**src/rtl/instruction_fetch.sv**
```systemverilog
// Instruction fetch stage: advances the PC, issues single-cycle imem reads and queues
// PC-tagged instructions in a small FIFO for decode, flushing on execute redirects.
`timescale 1ns/1ps

module instruction_fetch #(
    parameter int unsigned ADDR_W = 32,
    parameter int unsigned DATA_W = 32,
    parameter int unsigned DEPTH  = 4
) (
    input  logic              clk,
    input  logic              clr,
    input  logic [ADDR_W-1:0] pc,
    output logic [ADDR_W-1:0] pc_next,
    output logic              pc_en,
    output logic              imem_req,
    output logic [ADDR_W-1:0] imem_addr,
    input  logic [DATA_W-1:0] imem_rdata,
    input  logic              redirect,
    input  logic [ADDR_W-1:0] redirect_pc,
    output logic              if_valid,
    input  logic              if_ready,
    output logic [DATA_W-1:0] if_instr,
    output logic [ADDR_W-1:0] if_pc
);

    localparam int unsigned PTR_W = (DEPTH > 1) ? $clog2(DEPTH) : 1;
    localparam int unsigned CNT_W = $clog2(DEPTH + 1);

    logic [DATA_W-1:0] fifo_instr [DEPTH];
    logic [ADDR_W-1:0] fifo_pc    [DEPTH];
    logic [PTR_W-1:0]  rd_ptr;
    logic [PTR_W-1:0]  wr_ptr;
    logic [CNT_W-1:0]  count;
    logic              inflight;
    logic [ADDR_W-1:0] inflight_pc;
    logic [DATA_W-1:0] hold_instr;
    logic [ADDR_W-1:0] hold_pc;

    logic              push;
    logic              pop;
    logic [CNT_W:0]    occupancy;

    // Reserve a FIFO slot for every outstanding read so a response can never overflow.
    assign occupancy = {1'b0, count} + {{CNT_W{1'b0}}, inflight};
    assign imem_addr = {pc[ADDR_W-1:2], 2'b00};
    assign imem_req  = !clr && !redirect && (occupancy < (CNT_W + 1)'(DEPTH));
    assign pc_en     = !clr && (imem_req || redirect);
    assign pc_next   = redirect ? {redirect_pc[ADDR_W-1:2], 2'b00} : imem_addr + ADDR_W'(4);

    assign if_valid  = (count != '0);
    assign push      = inflight && !redirect;
    assign pop       = if_valid && if_ready;

    // When empty, present the last head value rather than whatever stale slot rd_ptr hits.
    assign if_instr  = if_valid ? fifo_instr[rd_ptr] : hold_instr;
    assign if_pc     = if_valid ? fifo_pc[rd_ptr]    : hold_pc;

    always_ff @(posedge clk or posedge clr) begin
        if (clr) begin
            rd_ptr      <= '0;
            wr_ptr      <= '0;
            count       <= '0;
            inflight    <= 1'b0;
            inflight_pc <= '0;
            hold_instr  <= '0;
            hold_pc     <= '0;
            for (int unsigned i = 0; i < DEPTH; i++) begin
                fifo_instr[i] <= '0;
                fifo_pc[i]    <= '0;
            end
        end else begin
            inflight <= imem_req;
            if (imem_req) begin
                inflight_pc <= imem_addr;
            end
            if (if_valid) begin
                hold_instr <= fifo_instr[rd_ptr];
                hold_pc    <= fifo_pc[rd_ptr];
            end
            if (redirect) begin
                rd_ptr <= '0;
                wr_ptr <= '0;
                count  <= '0;
            end else begin
                if (push) begin
                    fifo_instr[wr_ptr] <= imem_rdata;
                    fifo_pc[wr_ptr]    <= inflight_pc;
                    wr_ptr             <= wr_ptr + PTR_W'(1);
                end
                if (pop) begin
                    rd_ptr <= rd_ptr + PTR_W'(1);
                end
                case ({push, pop})
                    2'b10:   count <= count + CNT_W'(1);
                    2'b01:   count <= count - CNT_W'(1);
                    default: count <= count;
                endcase
            end
        end
    end

endmodule

```
**config.mk**
```make
export PLATFORM = sky130hd
export DESIGN_NAME = instruction_fetch
export DESIGN_NICKNAME = d
export VERILOG_FILES = /design/src/rtl/instruction_fetch.sv
export SDC_FILE = /design/constraint.sdc
export NUM_CORES = 1
export LEC_CHECK = 0
export CAP_MARGIN = 0
export CORE_MARGIN = 10
export CORE_UTILIZATION = 55
export DETAILED_ROUTE_END_ITERATION = 8
export GPL_ROUTABILITY_DRIVEN = 0
export MAX_ROUTING_LAYER = met4
export PLACE_DENSITY = 0.81
export REMOVE_ABC_BUFFERS = 1
export SLEW_MARGIN = 20
export SYNTH_ARGS = -nofsm -noshare
export SYNTH_HDL_FRONTEND = slang
export SYNTH_SLANG_ARGS = --single-unit
```
**constraint.sdc**
```tcl
create_clock -name clk -period 14 [get_ports clk]
set_input_delay 2.8 -clock clk [delete_from_list [all_inputs] [get_ports clk]]
set_output_delay 2.8 -clock clk [all_outputs]
set_load 0.02 [all_outputs]
```
* Word level (Yosys, flattened, before mapping) *
Index checks and enable logic that the tools add are counted.
W data, S select, Z words.

storage, ports and cells
  output and inout bits = 131
  input port bits = 100
  register bits after elaboration = 358

operators by class
  add/sub/neg operators = 6
  mux-type cells = 19
  $lt $le $gt $ge = 4
  bitwise gates (word level) = 3
  equality and inequality tests = 2
  reduce and logical (&&, ||, !) cells = 14

operator list
  cell                     count
  $bwmux W128              2
  $mux W32                 8
  $bmux W32 S2             2
  $demux W32 S2            1
  $add A32 B3 Y32 const B  1
  $mux W2                  4
  $ge A3 B3 Y1 const B     2
  $logic_and A1 B1 Y1      6
  $not A2 Y3               2
  $pmux W3 S2              1
  $reduce_bool A3 Y1       2
  $add A2 B1 Y2 const B    2
  $add A3 B1 Y4            1
  $lt A4 B3 Y1 const B     1
  $reduce_bool A2 Y1       2
  $add A3 B1 Y3 const B    1
  $lt A3 B1 Y1 const B     1
  $mux W3                  1
  $sub A3 B1 Y3 const B    1
  $eq A2 B1 Y1 const B     1
  $eq A2 B2 Y1 const B     1
  $logic_not A1 Y1         2
  $reduce_and A2 Y1        1
  $logic_or A1 B1 Y1       1
  $not A1 Y1               1

* Logic depth before layout (Yosys ltp) *
Gate-level depths: netlist of run 1.

  depth after elaboration = 6
  mapped depth = 8
  mapped depth without buffers = 6

* Worst setup path before layout of run 1 *
Ideal clock, no wire load.

  kind = in2out
  start point = input pc[2]
  end point = output pc_next[26]
  arrival = 4.627 ns
  path slack = 6.573 ns
  stages on the path = 5
  cell sequence = ha_1 > nand3_1 > or4_4 > or4_1 > a31oi_1

on the way
  cells in the longest elaborated chain, start to end = 2

ends and longest elaborated chain
  what             RTL line  source
  start, declared  12        input logic [ADDR_W-1:0] pc,
  $add A32 B3 Y32  48        assign pc_next = redirect ? {redirect_pc[ADDR_W-1:2], 2'b00} : imem_addr + ADDR_W'(4);
  $mux W32         48
  end, declared    13        output logic [ADDR_W-1:0] pc_next,

No other way between the ends.

* Final worst setup path of run 1 *
  start point = input pc[2]
  end point = output pc_next[30]

The elaborated chain is that of the path after synthesis.

==> results of run 1 <==
==> kinds of logic (layout without fill, tap and decap cells) <==
logic type,Yosys count,after routing,share of synthesized area [%]
AOI/OAI and AO/OA,50,50,1.80
xor gates and xnor gates,19,19,1.06
adders and majority gates,6,6,0.528
buffers and inverters,110,304,3.56
DFF,350,350,56.0
muxes,339,339,28.9
other,1,4,0.0240
and+or+nand+nor,298,298,8.10
==> cell type report <==
type / instances / share of cell area [%]
well taps: 378 / 2.47
repair buffers: 230 / 11.9
flip-flops and latches: 350 / 45.7
clock buffers: 55 / 5.72
inverters: 10 / 0.235
clock inverters: 9 / 0.686
multi-input cells: 716 / 33.2
==> how the worst max path moves through the flow <==
stage | to | slack [ns] | cells past startpoint
3_5_place_dp | pc_next[30] | 5.20 | 7
3_3_place_gp | pc_next[28] | 5.22 | 7
6_report | pc_next[30] | 5.20 | 7
2_1_floorplan | count[0] | 1.49 | 1
4_1_cts | pc_next[30] | 5.19 | 7
5_1_grt | pc_next[26] | 5.04 | 7
==> critical path: stages <==
cell,delay [ns]
clkdlybuf4s50_1,0.58
ha_1,0.23
nand3_1,0.29
or4_4,0.73
or4_1,0.54
a31oi_1,0.18
clkdlybuf4s50_1,0.65
==> registers in the layout, indices dropped and copies added (netlist names) <==
register / count
fifo_instr: 128
hold_instr: 32
inflight: 1
count: 3
fifo_pc: 120
hold_pc: 32
rd_ptr: 2
wr_ptr: 2
inflight_pc: 30
==> power groups by stage <==
stage | Sequential [mW] | Combinational, mW | Clock [mW]
2_1_floorplan | 1.51 | 0.962 | 0
3_3_place_gp | 1.54 | 1.53 | 0
3_5_place_dp | 1.57 | 1.57 | 0
4_1_cts | 1.55 | 1.58 | 1.00
5_1_grt | 1.60 | 1.68 | 1.05
6_report | 1.55 | 1.55 | 0.982
==> synthesized netlist by cell type <==
master    instances  area (µm²)
dfrtp_1         350        8760
mux2_2          275        3100
nand2_1         220         826
mux4_2           62        1400
clkbuf_1         47         176
buf_4            35         263
o21ai_0          29         145
nor2_1           23        86.3
xnor2_1          15         131
a31oi_1          13        81.3
buf_1            13        48.8
nand3_1          12        60.1
or3_1             9        56.3
inv_1             8        30.0
nor3_1            7        35.0
o31ai_1           6        45.0
or4_1             6        45.0
ha_1              5        62.6
nand4_1           5        31.3
buf_2             4        20.0
nor4_1            4        25.0
xor2_1            4        35.0
and3_1            3        18.8
a21oi_1           2        10.0
and2_1            2        12.5
mux2i_1           2        20.0
or2_2             2        12.5
or4_4             2        22.5
buf_6             1        11.3
clkinv_1          1        3.75
conb_1            1        3.75
fa_1              1        20.0
inv_2             1        3.75
nand4_4           1        21.3
nor2b_1           1        6.26
nor3b_1           1        7.51
==> through the flow <==
| stage | utilization (%) | cell area (µm²) | setup slack, ns |
|---|---|---|---|
| CTS | 68.6 | 19200 | 5.19 |
| finish | 68.6 | 19200 | 5.20 |
| global route | 68.6 | 19200 | 5.04 |
| detailed placement | 64.2 | 17900 | 5.20 |
| global placement | 64.2 | 17900 | 5.22 |
| floorplan | - | 15100 | 1.49 |
==> layer usage <==
metal  wire [µm]  vias up
li1            -     4467
met1       15400     5144
met2       18300      236
met3        1420       51
met4         533        0
met5           0        -
==> impl_metrics.json, run 1 <==
{
  "status": "completed",
  "tritoncts": "done",
  "hold_class": "reg2reg",
  "tightest_slew_ns": 1.11,
  "power.density_nw_per_um2": 213,
  "clkPwrFrac_pct": 24.0,
  "cp.arrival_ns": 6.00,
  "seq_area_um2": 8770,
  "core_um2": 27900,
  "numCtsBuffers": 39,
  "multi_input_area_um2": 6360,
  "first_pass_iters": 6,
  "ant_nets": 0,
  "use_met3_pct": 3.62,
  "placed_cells": 1684,
  "grt_use_met2_pct": 34.2,
  "hold_ws_ns": 0.456,
  "syn-cell-area_um2": 15600,
  "grt_max_degree": 106,
  "rrSetupSlack_ns": 11.36,
  "start_util_pct": 55.9,
  "post-route-period-util_pct": 62.8,
  "avgSynthCellArea_um2": 13.3,
  "startpoint": "pc[2]",
  "power_mw": 4.09,
  "fp.dieArea_um2": 35600,
  "die_width_um": 189,
  "whs_path_depth": 2,
  "h-tree-depth": 2,
  "vias": 9898,
  "internal-power_mw": 2.73,
  "grt_pass1_vias": 10722,
  "drt_iter0_drc": 525,
  "synthToLayoutAreaGrowth_pct": 22.6,
  "clock-sinks": 350,
  "ir_drop_mv": 0.170,
  "synth-seq-cells": 350,
  "avgViaCountPerCell": 5.66,
  "slew_violations": 0,
  "totalNegativeSetupSlack_ns": 0,
  "fp-row-count": 61,
  "maxCapViolations": 0,
  "setup_viol": 0,
  "dpl.hpwl_mm": 22.0,
  "r2r-start": "inflight",
  "finalHoldViolCount": 0,
  "ys_types": 36,
  "layout_commonest_cell": "dfrtp_1",
  "overflow": 0,
  "relSlewSlack_pct": 25.9,
  "io_pins": 231,
  "yosysSeqAreaShare_pct": 56.0,
  "ys_warn_count": 0,
  "clockRootBuffer": "clkbuf_16",
  "fmax_mhz": 114,
  "grt_pass1_wl_mm": 57.9,
  "cts_hold_repair.buffers": 0,
  "crit_type": "in2out",
  "final_cell_mix": "dfrtp_1 (348), mux2_2 (275), clkdlybuf4s50_1 (222)",
  "required_ns": 11.20,
  "route.detailed.drc": 0,
  "gr-usage-met1_pct": 26.0,
  "clock_path_buffers": 3,
  "min-delay-start": "hold_instr[19]",
  "swShare_pct": 33.3,
  "rsz0062_at_grt": "false",
  "p_switching_mw": 1.36,
  "cts.clk_slew.worst_paths_ns": 0.06,
  "endpoint_kind": "output port",
  "fin_skew_ns": 0.0119,
  "clkLatencyLatePin_ns": 0.51,
  "fin_nets": 1453,
  "hold-path-endpoint": "hold_instr[19]",
  "power_frac_seq_pct": 38.0,
  "final.min_clock_period_ns": 8.80,
  "r2r-end": "fifo_instr[113]",
  "antenna_found_initial": 0,
  "p_leak_nw": 8.72,
  "synthCells": 1173,
  "num-fill-cells": 1986,
  "die_h_um": 189,
  "top_usage_layer": "met2",
  "wl_per_cell_um": 20.4,
  "grtUsageTotal_pct": 20.6,
  "layout-drive-gt1-share_pct": 30.2,
  "final-instance-count-excl-fill": 1748,
  "crit_path_start_kind": "input port",
  "wl_mm": 35.6,
  "cts_resized": 0,
  "postCtsSetupBuffers": 0,
  "r2r_cells": 3,
  "antennaDiodeCount": 0,
  "crit_fanout": 13,
  "port_buffers": 222,
  "p_comb_share_pct": 38.0
}
(Power assumes the default switching activity.)
==> run 2: changes to the inputs <==
Clock period 14 ns to 9 ns, I/O delays scaled along.
==> impl_metrics.json, run 2 (synthesized netlist as in run 1, its figures left out) <==
{
  "overflow": 0,
  "crit_type": "in2out",
  "crit_buf_inv": 2,
  "reg.largest.list": "fifo_instr (128), fifo_pc (120)",
  "fin_nets": 1450,
  "whs_path_depth": 2,
  "synthToLayoutAreaGrowth_pct": 22.9,
  "p_comb_share_pct": 37.6,
  "setup_viol": 0,
  "dpl.hpwl_mm": 21.6,
  "fin_ws_ns": 2.18,
  "maxCapViolations": 0,
  "required_ns": 7.20,
  "final_cell_mix": "dfrtp_1 (348), mux2_2 (275), clkdlybuf4s50_1 (222)",
  "relSlewSlack_pct": 26.6,
  "numCtsBuffers": 38,
  "internal-power_mw": 4.28,
  "first_pass_iters": 4,
  "grt_max_degree": 158,
  "crit_fanout": 13,
  "totalNegativeSetupSlack_ns": 0,
  "design_area_um2": 19200,
  "vias": 9859,
  "grt_pass1_vias": 10730,
  "wl_per_cell_um": 20.2,
  "fp.dieArea_um2": 35600,
  "route.detailed.drc": 0,
  "cp.arrival_ns": 5.02,
  "cts_resized": 0,
  "port_buffers": 222,
  "dp_slack_ns": 2.17,
  "fin_util_pct": 68.8,
  "p_switching_mw": 2.09,
  "slew_violations": 0,
  "clkLatencyLatePin_ns": 0.51,
  "layout_commonest_cell": "dfrtp_1",
  "ir_drop_mv": 0.292,
  "clockRootBuffer": "clkbuf_16",
  "fp-row-count": 61,
  "tritoncts": "done",
  "antenna_found_initial": 0,
  "rsz0062_at_grt": "false",
  "drt_iter0_drc": 455,
  "crit_path_top_delay_cell": "or4_4",
  "largest_register": "fifo_instr",
  "final-instance-count-excl-fill": 1748,
  "cp.depth": 7,
  "grtUsageTotal_pct": 20.5,
  "final.min_clock_period_ns": 6.82,
  "core_um2": 27900,
  "postCtsSetupBuffers": 0,
  "critPathMaxStageDelay_ns": 0.73,
  "path_cells": "clkdlybuf4s50_1 > ha_1 > nand3_1 > or4_4 > or4_1 > a31oi_1 > clkdlybuf4s50_1",
  "status": "completed",
  "grt_pass1_wl_mm": 57.8,
  "avgViaCountPerCell": 5.64,
  "hold_class": "reg2reg",
  "p_leak_nw": 8.74,
  "layout-drive-gt1-share_pct": 30.2,
  "r2r_cells": 3,
  "post-route-period-util_pct": 75.8,
  "finalHoldViolCount": 0,
  "io_pins": 231,
  "clock-sinks": 350,
  "clock_path_buffers": 3,
  "power_frac_seq_pct": 37.8,
  "fmax_mhz": 147,
  "clkPwrFrac_pct": 24.6,
  "die_width_um": 189,
  "cts.clk_slew.worst_paths_ns": 0.06,
  "start_util_pct": 55.9,
  "fin_skew_ns": 0.0100,
  "placed_cells": 1682,
  "largest_reg_flops": 128,
  "wl_mm": 35.3,
  "endpoint_kind": "output port",
  "h-tree-depth": 2,
  "power.density_nw_per_um2": 332,
  "tightest_slew_ns": 1.10,
  "crit_path_start_kind": "input port",
  "placed_area_um2": 17900,
  "swShare_pct": 32.8,
  "die_h_um": 189,
  "ant_nets": 0,
  "cts_hold_repair.buffers": 0,
  "path_delay_family": "simple AND/OR/NAND/NOR gates",
  "cpMostUsedCell": "clkdlybuf4s50_1"
}
[run 2: cell types whose count changed in the layout (fill, tap and decap cells not counted), sizes merged]
cell,delta
inv,-2
clkbuf,+4
diode,+1
buf,-2
clkinv,-1
[run 2: metal layers]
metal | up-vias | part of all wire (%) | global-route usage (%)
li1 | 4469 | - | -
met1 | 5088 | 44 | 26.2
met2 | 246 | 50 | 33.7
met3 | 56 | 4.2 | 3.36
met4 | 0 | 1.7 | 4.91
met5 | - | 0 | -
[run 2: worst reg2reg max path, delay by kind of cell, from the launching register on]
family | cells | cell delay (ns)
multiplexers | 1 | 0.56
flip-flops | 1 | 0.51
AND/OR/NAND/NOR | 2 | 1.47
[run 2: path summary, 6_finish.rpt]
kind | start | slack, ns | end
max | pc[2] | 2.18 | pc_next[30]
min | hold_pc[22] | 0.46 | hold_pc[22]
max reg2reg | inflight | 6.34 | fifo_instr[115]
min reg2reg | hold_pc[22] | 0.46 | hold_pc[22]
max in group asynchronous | clr | 5.54 | fifo_pc[24]
min in group asynchronous | clr | 1.95 | fifo_pc[54]
[run 2: through the flow]
step | power, mW | hold WS (ns)
after CTS | 6.47 | 0.464
after global placement | 4.77 | 0.447
final | 6.38 | 0.460
after global routing | 6.75 | 0.474
after detailed placement | 4.87 | 0.451
after floorplan | 3.85 | 0.474
[run 2: area by class of cell]
class | count | area, µm²
flip-flops and latches | 350 | 8770
fillers | 1999 | 8730
multi-input cells | 716 | 6360
repair buffers | 228 | 2280
clock buffers | 59 | 1170
well taps | 378 | 473
clock inverters | 6 | 105
inverters | 10 | 45.0
diodes | 1 | 2.50
[run 2: power groups by stage]
| stage | clock network [mW] | registers [mW] | logic (mW) |
|---|---|---|---|
| floorplan | 0 | 2.35 | 1.50 |
| global placement | 0 | 2.40 | 2.37 |
| detailed placement | 0 | 2.44 | 2.43 |
| CTS | 1.60 | 2.41 | 2.45 |
| global route | 1.67 | 2.48 | 2.60 |
| finish | 1.57 | 2.41 | 2.40 |
==> run 3: changes to the inputs <==
Settings changed: CORE_UTILIZATION 55 to 49, PLACE_DENSITY 0.81 to 0.76.
Clock period 9 ns to 5.75 ns, I/O delays scaled along.
==> impl_metrics.json, run 3 (synthesized netlist as in run 1, its figures left out) <==
{
  "cp.depth": 7,
  "route.detailed.drc": 0,
  "cts_resized": 0,
  "core_um2": 31500,
  "vias": 9791,
  "first_pass_iters": 4,
  "crit_path_top_delay_cell": "or4_4",
  "status": "completed",
  "fmax_mhz": 188,
  "port_buffers": 222,
  "r2r_cells": 3,
  "fp-row-count": 65,
  "startpoint": "pc[2]",
  "crit_path_start_kind": "input port",
  "tritoncts": "done",
  "antennaDiodeCount": 0,
  "start_util_pct": 49.7,
  "overflow": 0,
  "endpoint_kind": "output port",
  "cts_hold_repair.buffers": 0,
  "multi_input_area_um2": 6360,
  "required_ns": 4.60,
  "cp.arrival_ns": 4.18,
  "cts.clk_slew.worst_paths_ns": 0.06,
  "critPathMaxStageDelay_ns": 0.67,
  "clkLatencyLatePin_ns": 0.51,
  "crit_buf_inv": 2,
  "power_frac_seq_pct": 37.7,
  "clockRootBuffer": "clkbuf_16",
  "r2r-end": "fifo_instr[5]",
  "internal-power_mw": 6.69,
  "final_cell_mix": "dfrtp_1 (348), mux2_2 (275), clkdlybuf4s50_1 (222)",
  "grt_pass1_vias": 10728,
  "crit_fanout": 13,
  "ant_nets": 0,
  "clock-sinks": 350,
  "crit_type": "in2out",
  "seq_area_um2": 8770,
  "p_comb_share_pct": 37.8,
  "finalHoldViolCount": 0,
  "p_switching_mw": 3.33,
  "endpoint": "pc_next[28]",
  "wl_per_cell_um": 20.3,
  "layout-drive-gt1-share_pct": 31.0,
  "drt_iter0_drc": 518,
  "final-instance-count-excl-fill": 1781,
  "post-route-period-util_pct": 92.7,
  "rrSetupSlack_ns": 3.05,
  "num-fill-cells": 2470,
  "synthToLayoutAreaGrowth_pct": 23.6,
  "fin_nets": 1456,
  "fin_skew_ns": 0.0102,
  "clock_path_buffers": 3,
  "numCtsBuffers": 38,
  "reg.largest.list": "fifo_instr (128), fifo_pc (120)",
  "hold_class": "reg2reg",
  "clkPwrFrac_pct": 24.6,
  "h-tree-depth": 2,
  "p_leak_nw": 8.79,
  "wl_mm": 36.1,
  "r2r-start": "inflight",
  "die_h_um": 199,
  "io_pins": 231,
  "grtUsageTotal_pct": 19.0,
  "avgViaCountPerCell": 5.50,
  "path_delay_family": "simple AND/OR/NAND/NOR gates",
  "setup_viol": 0,
  "relSlewSlack_pct": 25.7,
  "antenna_found_initial": 0,
  "postCtsSetupBuffers": 0,
  "power.density_nw_per_um2": 518,
  "tightest_slew_ns": 1.11,
  "largest_register": "fifo_instr",
  "fin_util_pct": 61.4,
  "swShare_pct": 33.2,
  "slew_violations": 0,
  "fp.dieArea_um2": 39400,
  "ir_drop_mv": 0.310,
  "dpl.hpwl_mm": 22.2,
  "grt_pass1_wl_mm": 58.1,
  "rsz0062_at_grt": "false",
  "cpMostUsedCell": "clkdlybuf4s50_1",
  "placed_cells": 1712,
  "largest_reg_flops": 128,
  "path_cells": "clkdlybuf4s50_1 > ha_1 > nand3_1 > or4_4 > or4_1 > a31oi_1 > clkdlybuf4s50_1",
  "hold_ws_ns": 0.460,
  "layout_commonest_cell": "dfrtp_1",
  "maxCapViolations": 0,
  "grt_max_degree": 143,
  "final.min_clock_period_ns": 5.33,
  "die_width_um": 199
}
run 3: changes by cell type in the layout (fill, tap and decap cells not counted):
cell	delta
clkinvlp_4	+1
diode_2	-1
clkbuf_1	-4
buf_4	+4
inv_2	-1
buf_12	+2
clkinv_2	+6
bufinv_16	-2
clkbuf_8	+4
run 3: stage by stage:
step                power, mW  worst slack (ns)  TNS (ns)  instance area (µm²)
floorplan                6.02             -5.11  -1846.28                15100
global placement         7.51             0.437         0                18000
detailed placement       7.63             0.420         0                18000
CTS                      10.1             0.397         0                19300
global route             10.6             0.314         0                19300
finish                   10.0             0.418         0                19300
run 3: worst min-delay path by stage:
stage	start	to	slack (ns)	cells after the start
floorplan	fifo_instr[32]	fifo_instr[32]	0.47	1
global placement	hold_pc[4]	hold_pc[4]	0.45	2
detailed placement	hold_instr[31]	hold_instr[31]	0.45	2
CTS	hold_instr[31]	hold_instr[31]	0.47	2
global route	hold_pc[22]	hold_pc[22]	0.49	2
finish	hold_pc[2]	hold_pc[2]	0.46	2
run 3: power by group through the flow:
stage | Sequential (mW) | Combinational (mW) | Clock, mW
global route | 3.88 | 4.10 | 2.61
floorplan | 3.68 | 2.34 | 0
CTS | 3.78 | 3.85 | 2.51
detailed placement | 3.81 | 3.83 | 0
finish | 3.77 | 3.78 | 2.46
global placement | 3.75 | 3.75 | 0
run 3: worst register-to-register path: cells and delay by family, from the launching register on:
family	cells	cell delay, ns
muxes	1	0.61
DFF	1	0.49
and+or+nand+nor	2	1.47
run 3: layer usage:
layer  global-route usage [%]  vias up  share of wire (%)
met2                     30.5      217                 49
met1                     24.8     5062                 46
met4                     4.61        0                1.7
met3                     3.18       48                4.0
li1                         -     4464                  -
met5                        -        -                  0
run 3: layout make-up:
| type | instances | area share (%) |
|---|---|---|
| tap | 402 | 2.60 |
| inverter | 10 | 0.240 |
| multi-input combinational | 716 | 32.9 |
| clock inverter | 10 | 0.402 |
| sequential | 350 | 45.4 |
| clock buffer | 59 | 6.28 |
| timing repair buffer | 234 | 12.2 |
